### config.mk
export PLATFORM = sky130hd
export DESIGN_NAME = cfi_lp_tracker
export DESIGN_NICKNAME = d
export VERILOG_FILES = /design/src/rtl/cfi_lp_tracker.sv
export SDC_FILE = /design/constraint.sdc
export NUM_CORES = 1
export LEC_CHECK = 0
export BUFFER_PORTS_ARGS = -buffer_cell sky130_fd_sc_hd__buf_2
export CORE_AREA = 2 2 164 166
export CTS_BUF_LIST = sky130_fd_sc_hd__clkbuf_8 sky130_fd_sc_hd__clkbuf_16
export DETAILED_ROUTE_END_ITERATION = 16
export DIE_AREA = 0 0 166 168
export SKIP_LAST_GASP = 1
export SLEW_MARGIN = 20
export SYNTH_ARGS = -nofsm -noshare
export SYNTH_HDL_FRONTEND = slang
export SYNTH_SLANG_ARGS = --single-unit
### constraint.sdc
create_clock -name clk_i -period 4.6 [get_ports clk_i]
set_input_delay 0.46 -clock clk_i [delete_from_list [all_inputs] [get_ports clk_i]]
set_output_delay 0.46 -clock clk_i [all_outputs]
set_load 0.01 [all_outputs]
### src/rtl/cfi_lp_tracker.sv
// Landing-pad state tracker: owns ELP/MPELP/LPE and turns landing-pad violations
// into a software-check exception request with a valid/ready handshake.
module cfi_lp_tracker #(
   parameter int unsigned XLEN          = 64,
   parameter logic [11:0] CSR_ADDR      = 12'h7C0,
   parameter int unsigned SWCHECK_CAUSE = 18,
   parameter int unsigned LP_TVAL       = 2
) (
   input  logic            clk_i,
   input  logic            rst_ni,
   input  logic            commit_valid_i,
   input  logic [XLEN-1:0] commit_pc_i,
   input  logic            elp_set_i,
   input  logic            lp_fault_i,
   input  logic            trap_i,
   input  logic            mret_i,
   input  logic            csr_we_i,
   input  logic [11:0]     csr_addr_i,
   input  logic [XLEN-1:0] csr_wdata_i,
   output logic [XLEN-1:0] csr_rdata_o,
   output logic            csr_hit_o,
   output logic            lpe_o,
   output logic            elp_o,
   output logic            mpelp_o,
   output logic            ex_valid_o,
   input  logic            ex_ready_i,
   output logic [XLEN-1:0] ex_cause_o,
   output logic [XLEN-1:0] ex_tval_o,
   output logic [XLEN-1:0] ex_epc_o,
   output logic [15:0]     fault_cnt_o
);

   typedef enum logic [1:0] {IDLE, ARMED, PEND} state_e;

   state_e            state_q, state_d;
   logic              lpe_q, lpe_d;
   logic              mpelp_q, mpelp_d;
   logic [XLEN-1:0]   epc_q, epc_d;
   logic [XLEN-1:0]   cause_q, cause_d;
   logic [XLEN-1:0]   tval_q, tval_d;
   logic [15:0]       fault_cnt_q, fault_cnt_d;
   logic              csr_wr;
   logic              commit_arm;

   assign csr_hit_o  = (csr_addr_i == CSR_ADDR);
   assign csr_wr     = csr_we_i & csr_hit_o;
   assign commit_arm = commit_valid_i & elp_set_i;

   // NOTE: every always_comb target gets a default first so no path infers a latch.
   always_comb begin
      state_d     = state_q;
      lpe_d       = lpe_q;
      mpelp_d     = mpelp_q;
      epc_d       = epc_q;
      cause_d     = cause_q;
      tval_d      = tval_q;
      fault_cnt_d = fault_cnt_q;

      // CSR writes land in IDLE/ARMED only; later trap/mret assignments override them.
      if (state_q != PEND && csr_wr) begin
         lpe_d   = csr_wdata_i[0];
         mpelp_d = csr_wdata_i[2];
         if (csr_wdata_i[3]) fault_cnt_d = '0;
      end

      unique case (state_q)
         IDLE: begin
            if (mret_i) begin
               mpelp_d = 1'b0;
               if (mpelp_q & lpe_q) state_d = ARMED;
            end
            if (commit_arm & lpe_q) state_d = ARMED;
         end
         ARMED: begin
            if (trap_i) begin
               mpelp_d = 1'b1;
               state_d = IDLE;
            end else if (commit_valid_i & lp_fault_i) begin
               epc_d   = commit_pc_i;
               cause_d = XLEN'(SWCHECK_CAUSE);
               tval_d  = XLEN'(LP_TVAL);
               state_d = PEND;
            end else if (commit_valid_i & ~elp_set_i) begin
               state_d = IDLE;
            end else if (commit_arm) begin
               state_d = ARMED;
            end else if (csr_wr & ~csr_wdata_i[0]) begin
               state_d = IDLE;
            end
         end
         PEND: begin
            if (ex_ready_i) begin
               mpelp_d = 1'b1;
               if (fault_cnt_q != 16'hFFFF) fault_cnt_d = fault_cnt_q + 16'd1;
               state_d = IDLE;
            end
         end
         default: state_d = IDLE;
      endcase
   end

   // NOTE: sequential state uses non-blocking assignments so all registers update together.
   always_ff @(posedge clk_i or negedge rst_ni) begin
      if (!rst_ni) begin
         state_q     <= IDLE;
         lpe_q       <= 1'b0;
         mpelp_q     <= 1'b0;
         epc_q       <= '0;
         cause_q     <= '0;
         tval_q      <= '0;
         fault_cnt_q <= '0;
      end else begin
         state_q     <= state_d;
         lpe_q       <= lpe_d;
         mpelp_q     <= mpelp_d;
         epc_q       <= epc_d;
         cause_q     <= cause_d;
         tval_q      <= tval_d;
         fault_cnt_q <= fault_cnt_d;
      end
   end

   assign lpe_o       = lpe_q;
   assign mpelp_o     = mpelp_q;
   assign elp_o       = (state_q != IDLE);
   assign ex_valid_o  = (state_q == PEND);
   assign ex_cause_o  = cause_q;
   assign ex_tval_o   = tval_q;
   assign ex_epc_o    = epc_q;
   assign fault_cnt_o = fault_cnt_q;

   always_comb begin
      csr_rdata_o = '0;
      if (csr_hit_o) begin
         csr_rdata_o[0]     = lpe_q;
         csr_rdata_o[1]     = elp_o;
         csr_rdata_o[2]     = mpelp_q;
         csr_rdata_o[31:16] = fault_cnt_q;
      end
   end

endmodule

* Yosys cells after proc, flatten, opt, wreduce, memory -nomap -nowiden
Cells that the tools add are included.
** Storage, ports and cells
- Output and inout bits :: 277
- Input bits :: 149
- Flip-flop bits (word level) :: 86
- Word-level logic and storage cells :: 54
** Cells by class
- Reduce and logical (&&, ||, !) cells :: 5
- Multiplexer cells :: 22
- Bitwise operators :: 10
- Add/subtract/negate cells :: 1
- Eq/ne operators :: 9
** Operators by type and width (count)
- 16-bit two-way mux :: 6
- 2-bit two-way mux :: 9
- 16-bit by 1-bit adder with 16-bit output, second input constant :: 1
- 16-bit inequality test, second input constant :: 1
- 12-bit by 11-bit equality test with 1-bit output, second input constant :: 1
- 1-bit bitwise AND :: 7
- 3-bit inequality test, second input constant :: 2
- 6-bit inequality test, second input constant :: 1
- 2-bit one-hot mux with 3 select lines :: 1
- 1-bit two-way mux :: 4
- 4-bit AND reduction :: 1
- 3-bit two-way mux :: 1
- 1-bit inverter :: 3
- 1-bit one-hot mux with 3 select lines :: 1
- 3-bit AND reduction :: 1
- 2-bit by 1-bit equality test with 1-bit output, second input constant :: 1
- 2-bit equality test, second input constant :: 1
- 2-bit logical NOT :: 1
- 2-bit by 1-bit inequality test with 1-bit output, second input constant :: 1
- 2-bit inequality test, second input constant :: 1
- 2-bit nonzero test :: 1
- 1-bit logical AND :: 1

* Logic depth before layout (Yosys ltp)
Gate-level depths: netlist of run 1.
- Depth after elaboration :: 9
- Depth in mapped cells :: 8

* Worst setup path after synthesis of run 1
No wires, ideal clock.
- Path kind :: input -> output
- Start point :: in csr_addr_i[11]
- End point :: out csr_rdata_o[0]
- Cell stages on the path :: 4
- Arrival :: 1.428 ns
- Setup slack :: 2.712 ns
- Path through :: nor4b_4 and3_1 clkbuf_1 and2_1
** Between the ends
- Longest elaborated chain between the ends :: 2
** Ends and longest elaborated chain
- start, declared :: RTL line 18 : input logic [11:0] csr_addr_i,
- 12-bit by 11-bit equality test with 1-bit output :: RTL line 45 : assign csr_hit_o = (csr_addr_i == CSR_ADDR);
- via csr_hit_o :: RTL line 21 : output logic csr_hit_o,
- 3-bit two-way mux :: RTL line 134 : if (csr_hit_o) begin
- end, declared :: RTL line 20 : output logic [XLEN-1:0] csr_rdata_o,
The timed path passes the listed nets, and every way through them passes these cells.

* Worst setup path after layout of run 1
- Start point :: in csr_addr_i[11]
- End point :: out csr_rdata_o[19]
** Between the ends
- Longest elaborated chain between the ends :: 2
** Ends and longest elaborated chain (RTL line)
- 12-bit by 11-bit equality test with 1-bit output :: 45
- 16-bit two-way mux :: 134
No other way between the ends.

==> impl_metrics.csv, run 1 <==
group,metric,value,unit
sta,final.period_utilization,52.9,%
logic_synthesis,syn_inst,471,
logic_synthesis,yosysUniqueCellTypes,42,
worst_setup_path,path_class,"in2out",
worst_setup_path,cp_common_cell,"buf_2",
route,viasPerCell,3.48,
die,start_util,19.5,%
clock_tree,path_clk_slew,80,ps
sta,relSlewSlack,42.4,%
route,postRouteAntennaNets,0,
sta,hold_violations,0,
run_status,status,"completed",
worst_setup_path,cp_slowest_cell,"and3_1",
sta,finClkSkew,17.8,ps
final_layout,fin_util,23.3,%
place,place_ws,2040,ps
logic_synthesis,ys_ff_latch,85,
global_routing,grt_pass1_vias,3246,
power,p_per_area,487,nW/µm²
min_path,hp-class,"in2async",
logic_synthesis,synth-async-reset-ratio,100,%
global_routing,antenna_found_initial,1,
final_layout,drive_above_1_share,42.4,%
logic_synthesis,synth_edf_count,0,
power,leakage,3.33,nW
worst_setup_path,crit_fanout,20,
power,p_int,1.94,mW
logic_synthesis,avgSynthCellArea,10.9,µm²
final_layout,n_antenna_cell,0,
worst_setup_path,cp.arrival,1980,ps
run,maxCapViolCount,0,
route,wirelength,11900,µm
power,combPwrFrac,35.1,%
final_layout,layout_common_cells,"buf_2 (193), conb_1 (170), dfrtp_1 (85)",
sta,tightest_slew,865,ps
die,die_w,166,µm
clock_tree,post_cts_buffers,0,
sta,setup_viol,0,
place,place_hpwl,9290,µm
worst_setup_path,cp_cell_sequence,"buf_2 -> nor4b_4 -> and3_1 -> and2_1 -> buf_2",
sta,max_freq,0.411,GHz
die,rows,60,
worst_setup_path,startpoint_type,"primary input",
clock_tree,h-tree-depth,3,
place,io_buffer_count,194,
route,post_drt_wl_per_cell,11.8,µm
worst_setup_path,cp.required,4140,ps
worst_setup_path,r2r.worst_path.cells,5,
sta,fin_tns_setup,0,ps
power,pwr-share-seq,41.1,%
global_routing,grt_overflow,0,
logic_synthesis,syn-cell-area,5140,µm²
clock_tree,clkSinkCount,85,
global_routing,grt_pass1_wl,18100,µm
final_layout,layout_commonest_cell,"buf_2",
clock_tree,clkLatencyLatePin,350,ps
power,design_power_total,2.98,mW
die,die_y,168,µm
die,die_area,27900,µm²
power,ir_drop,0.223,mV
place,routabilityCongestion,0.725,
clock_tree,cts_hold_buf,0,
clock_tree,cts_inserted_buffers,9,
die,num_io_pins,426,
logic_synthesis,ys.flop_type,"dfrtp_1",
route,dr.pass1.iters,4,
logic_synthesis,ys_warn_count,0,
global_routing,grt_max_degree,67,
route,drc_errors,0,
power,p_sw,1.05,mW
worst_setup_path,cpPeakStageDelay,680,ps
sta,whs,86.0,ps
logic_synthesis,yosysSeqAreaShare,41.4,%
sta,report.final.slew_viol_count,0,
clock_tree,cts.path.max_buffers,2,
clock_tree,cts_root_buf,"clkbuf_16",
global_routing,grt_use_total,8.38,%
sta,period_needed,2440,ps
power,switching_share,35.1,%
route,vias,3508,
clock_tree,cts_resized,0,
power,power.share.clock,23.8,%
sta,worst_slack,2160,ps
route,drtIter0Drc,112,
die,core-area,26400,µm²
worst_setup_path,critPathCaptureType,"output port",
final_layout,nets,817,
final_layout,syn_to_final_growth,19.3,%
clock_tree,cts_tree,"done",
sta,rsz0062_at_grt,"no",
path summary, 6_finish.rpt:
kind,from,to,slack [ps]
worst max register to register,state_q[0]$_DFFE_PN0P_,fault_cnt_o[2]$_DFF_PN0_,2400
max in group asynchronous,rst_ni,ex_epc_o[36]$_DFFE_PN0P_,3460
worst min register to register,ex_epc_o[35]$_DFFE_PN0P_,ex_epc_o[35]$_DFFE_PN0P_,500
min in group clk_i,commit_pc_i[9],ex_epc_o[9]$_DFFE_PN0P_,340
worst min-delay path,rst_ni,ex_epc_o[60]$_DFFE_PN0P_,90
worst max-delay path,csr_addr_i[11],csr_rdata_o[19],2160
cell families (layout without fill, tap and decap cells):
group	count (synthesis)	after routing	share of synthesized area, %
adders and majority gates	5	5	1.22
other	1	170	0.0730
and+or+nand+nor	90	90	11.0
AOI/OAI and AO/OA	20	20	2.65
muxes	79	79	17.0
DFF	85	85	41.4
buffers and inverters	191	219	26.6
metal layers:
layer | global-route usage [%] | routed length, µm | part of all wire (%) | vias to the layer above
met5 | 0 | 0 | 0 | -
met4 | 2.84 | 146 | 1.2 | 0
met3 | 3.24 | 1170 | 9.8 | 6
met2 | 13.9 | 5670 | 47 | 227
met1 | 9.98 | 4950 | 41 | 1645
li1 | - | - | - | 1630
power by group through the flow:
| stage | clock network (mW) | registers, mW | logic [mW] |
|---|---|---|---|
| CTS | 0.744 | 1.23 | 1.06 |
| floorplan | 0 | 1.36 | 0.572 |
| global route | 0.774 | 1.27 | 1.15 |
| detailed placement | 0 | 1.24 | 1.06 |
| finish | 0.711 | 1.23 | 1.05 |
| global placement | 0 | 1.22 | 1.05 |
synth_stat cells, types with 6 or more instances:
cell type / instances / area (µm²)
inv_1: 7 / 26.3
and2_1: 20 / 125
and3_1: 6 / 37.5
mux2_2: 66 / 743
dfrtp_1: 85 / 2130
mux2i_1: 13 / 130
buf_4: 172 / 1290
nand2_1: 19 / 71.3
nand4_1: 6 / 37.5
nand3_1: 7 / 35.0
nand2b_1: 6 / 37.5
per-stage QoR:
stage | cells | area, µm²
final | 1009 | 6130
after global routing | 1009 | 6130
after CTS | 1009 | 6130
after detailed placement | 993 | 5850
after global placement | 993 | 5850
after floorplan | 640 | 5770
state kept, by name, summed over array words and instances, names as in the netlist:
name / flops
fault_cnt_o: 16
ex_epc_o: 64
lpe_o: 1
ex_tval_o: 1
state_q: 2
mpelp_o: 1
final cells by class:
type	count	area (µm²)
Clock buffer	9	225
Clock inverter	7	57.6
Fill cell	2843	20200
Inverter	7	26.3
Multi-Input combinational cell	364	2280
Sequential cell	85	2130
Tap cell	341	427
Timing Repair Buffer	196	988
critical path: cells and delay by family:
kind          cells  cell delay [ps]
buf+inv           2              250
simple gates      3             1260
No activity file was read; power rests on OpenSTA's default activity.
==> run 2, diff against run 1 <==
- ABC_AREA: default -> 1
- CORE_AREA: 2 2 164 166 -> 2 2 163 165
- DIE_AREA: 0 0 166 168 -> 0 0 165 167
- clock period: 4.6 -> 2.5 ns (I/O delays scaled with it)
==> run 2 against run 1 <==
Count of clock-buffer cells in the layout stayed put. Cell area is 4.5% higher. First-iteration DRC count is 38% higher. Critical endpoint is now fault_cnt_o[6]$_DFF_PN0_. Critical path depth is 4 higher. Flip-flop and latch count stayed put. Combinational power is 100% higher. Register-to-register slack worse by 1800 ps. Largest power group unchanged. Critical path type is now reg2reg.
==> impl_metrics.csv, run 2 <==
group,metric,value,unit
die,die_y,167,µm
power,p_per_area,906,nW/µm²
final_layout,largest_reg_flops,64,
route,drc_errors,0,
power,ir_drop,0.570,mV
place,place_hpwl,10800,µm
sta,hold_violations,0,
power,power.share.clock,22.8,%
power,design_power_total,5.80,mW
worst_setup_path,crit_fanout,13,
route,wirelength,14000,µm
clock_tree,cts.path.max_buffers,2,
sta,period_needed,1870,ps
logic_synthesis,synth_common_cells,"nand2_1 (251), buf_4 (172), dfrtp_1 (85), inv_1 (51), nor2_1 (50)",
final_layout,layout_common_cells,"nand2_1 (251), buf_2 (193), conb_1 (170)",
clock_tree,cts_root_buf,"clkbuf_16",
logic_synthesis,yosysSeqAreaShare,39.5,%
global_routing,grt_max_degree,66,
logic_synthesis,ys_ff_latch,85,
logic_synthesis,synth-async-reset-ratio,100,%
power,p_sw,2.32,mW
place,routabilityCongestion,0.808,
sta,max_freq,0.534,GHz
power,combPwrFrac,37.0,%
logic_synthesis,ys.flop_type,"dfrtp_1",
route,drtIter0Drc,154,
global_routing,grt_use_total,9.96,%
power,pwr-share-seq,40.2,%
worst_setup_path,cp.arrival,2110,ps
min_path,hp-class,"in2reg",
sta,fin_tns_setup,0,ps
sta,tightest_slew,562,ps
die,die_area,27600,µm²
logic_synthesis,yosysMostFrequentCell,"nand2_1",
worst_setup_path,critPathCaptureType,"flop",
global_routing,grt_overflow,0,
global_routing,grt_pass1_vias,4031,
logic_synthesis,synth_edf_count,0,
logic_synthesis,yosysUniqueCellTypes,30,
run,maxCapViolCount,0,
worst_setup_path,r2r_setup_slack,630,ps
final_layout,regArea,2130,µm²
logic_synthesis,yosys.area.top_type,"dfrtp_1",
route,vias,4356,
clock_tree,post_cts_buffers,0,
sta,worst_slack,627,ps
logic_synthesis,ys_warn_count,0,
clock_tree,h-tree-depth,3,
route,dr.pass1.iters,6,
final_layout,layout_commonest_cell,"nand2_1",
route,post_drt_wl_per_cell,11.4,µm
clock_tree,cts_tree,"done",
logic_synthesis,avgSynthCellArea,7.67,µm²
die,die_w,165,µm
route,viasPerCell,3.53,
sta,final.period_utilization,74.9,%
global_routing,antenna_found_initial,1,
final_layout,drive_above_1_share,26.6,%
power,p_int,3.47,mW
route,postRouteAntennaNets,0,
final_layout,nets,1046,
logic_synthesis,synth_top_area_share,39.5,%
sta,rsz0062_at_grt,"no",
logic_synthesis,syn_inst,702,
die,start_util,20.9,%
power,leakage,3.79,nW
place,io_buffer_count,194,
clock_tree,cts_inserted_buffers,9,
logic_synthesis,syn-cell-area,5390,µm²
final_layout,fill_cells,2886,
sta,setup_viol,0,
final_layout,syn_to_final_growth,18.9,%
sta,whs,97.2,ps
sta,finClkSkew,11.4,ps
worst_setup_path,path_class,"reg2reg",
worst_setup_path,startpoint_type,"flop",
sta,report.final.slew_viol_count,0,
final_layout,multi_input_area,2330,µm²
die,rows,59,
logic_synthesis,yosys-top-cells-area,"dfrtp_1 (39%), buf_4 (24%), nand2_1 (17%)",
clock_tree,clkSinkCount,85,
global_routing,grt_pass1_wl,21400,µm
run_status,status,"completed",
die,core-area,25800,µm²
sta,relSlewSlack,62.5,%
clock_tree,clkLatencyLatePin,350,ps
place,place_ws,619,ps
clock_tree,path_clk_slew,80,ps
worst_setup_path,cp.required,2730,ps
power,switching_share,40.1,%
die,num_io_pins,426,
==> run 2: cell types whose count changed after synthesis, sizes merged, moves of 4 or more <==
cell    change
nand2     +237
mux2       -66
nor2       +52
inv        +45
and2       -20
mux2i      -13
o21ai      +13
nand3      +11
and3        -6
nand2b      -6
and4        -4
==> run 2: layout make-up <==
cell class                 count  area share (%)
clock inverter                 7           0.860
tap                          335            6.55
antenna                        1          0.0391
sequential                    85            33.2
multi-input combinational    546            36.5
clock buffer                   9            3.52
timing repair buffer         198            16.3
inverter                      52            3.05
==> run 2: worst max-delay path, stage by stage, from the launching register on <==
cell and delay, ps:
dfrtp_1 430, ha_1 250, nand2_2 120, nor2_4 60, nand4_1 130, nor2_2 50
nor2_2 440, nand2_1 130, nor2_1 120, nor2_1 50
==> run 2: path summary, 6_finish.rpt <==
| kind | from | to | cells past startpoint |
|---|---|---|---|
| max | fault_cnt_o[0]$_DFF_PN0_ | fault_cnt_o[6]$_DFF_PN0_ | 9 |
| min | commit_pc_i[45] | ex_epc_o[45]$_DFFE_PN0P_ | 3 |
| max reg2reg | fault_cnt_o[0]$_DFF_PN0_ | fault_cnt_o[6]$_DFF_PN0_ | 9 |
| min reg2reg | ex_epc_o[39]$_DFFE_PN0P_ | ex_epc_o[39]$_DFFE_PN0P_ | 2 |
| max in group asynchronous | rst_ni | ex_epc_o[24]$_DFFE_PN0P_ | 3 |
| min in group asynchronous | rst_ni | ex_epc_o[32]$_DFFE_PN0P_ | 2 |
==> run 2: timing repair <==
action                                 4_1_cts  5_1_grt
hold buffers                                 1        0
endpoints found under the hold margin       33        0
resized for setup                            0        0
==> run 2: cell families after synthesis <==
logic type,synth area share (%)
xor+xnor,0.488
other cells,0.0696
compound gates,2.46
fa+ha+maj,1.16
flops,39.5
simple gates,27.3
buf+inv,29.1
==> run 2: through the flow <==
step                cell area [µm²]  util [%]  instances
finish                         6400      24.9       1233
global route                   6400      24.8       1232
CTS                            6400      24.8       1232
detailed placement             6110      23.7       1215
global placement               6110      23.7       1215
floorplan                      6020         -        871
==> run 2: layer usage <==
| layer | wire length, µm | vias to the layer above | GRT usage [%] |
|---|---|---|---|
| met1 | 5750 | 1988 | 11.9 |
| met4 | 119 | 0 | 2.50 |
| met3 | 1170 | 6 | 3.61 |
| met5 | 0 | - | 0 |
| li1 | - | 2163 | - |
| met2 | 7010 | 199 | 16.9 |
==> run 2: power by group through the flow <==
stage / Clock (mW) / Sequential (mW) / Combinational [mW]
detailed placement: 0 / 2.33 / 2.19
CTS: 1.40 / 2.33 / 2.18
floorplan: 0 / 2.60 / 1.13
global route: 1.45 / 2.41 / 2.44
finish: 1.32 / 2.33 / 2.14
global placement: 0 / 2.33 / 2.15
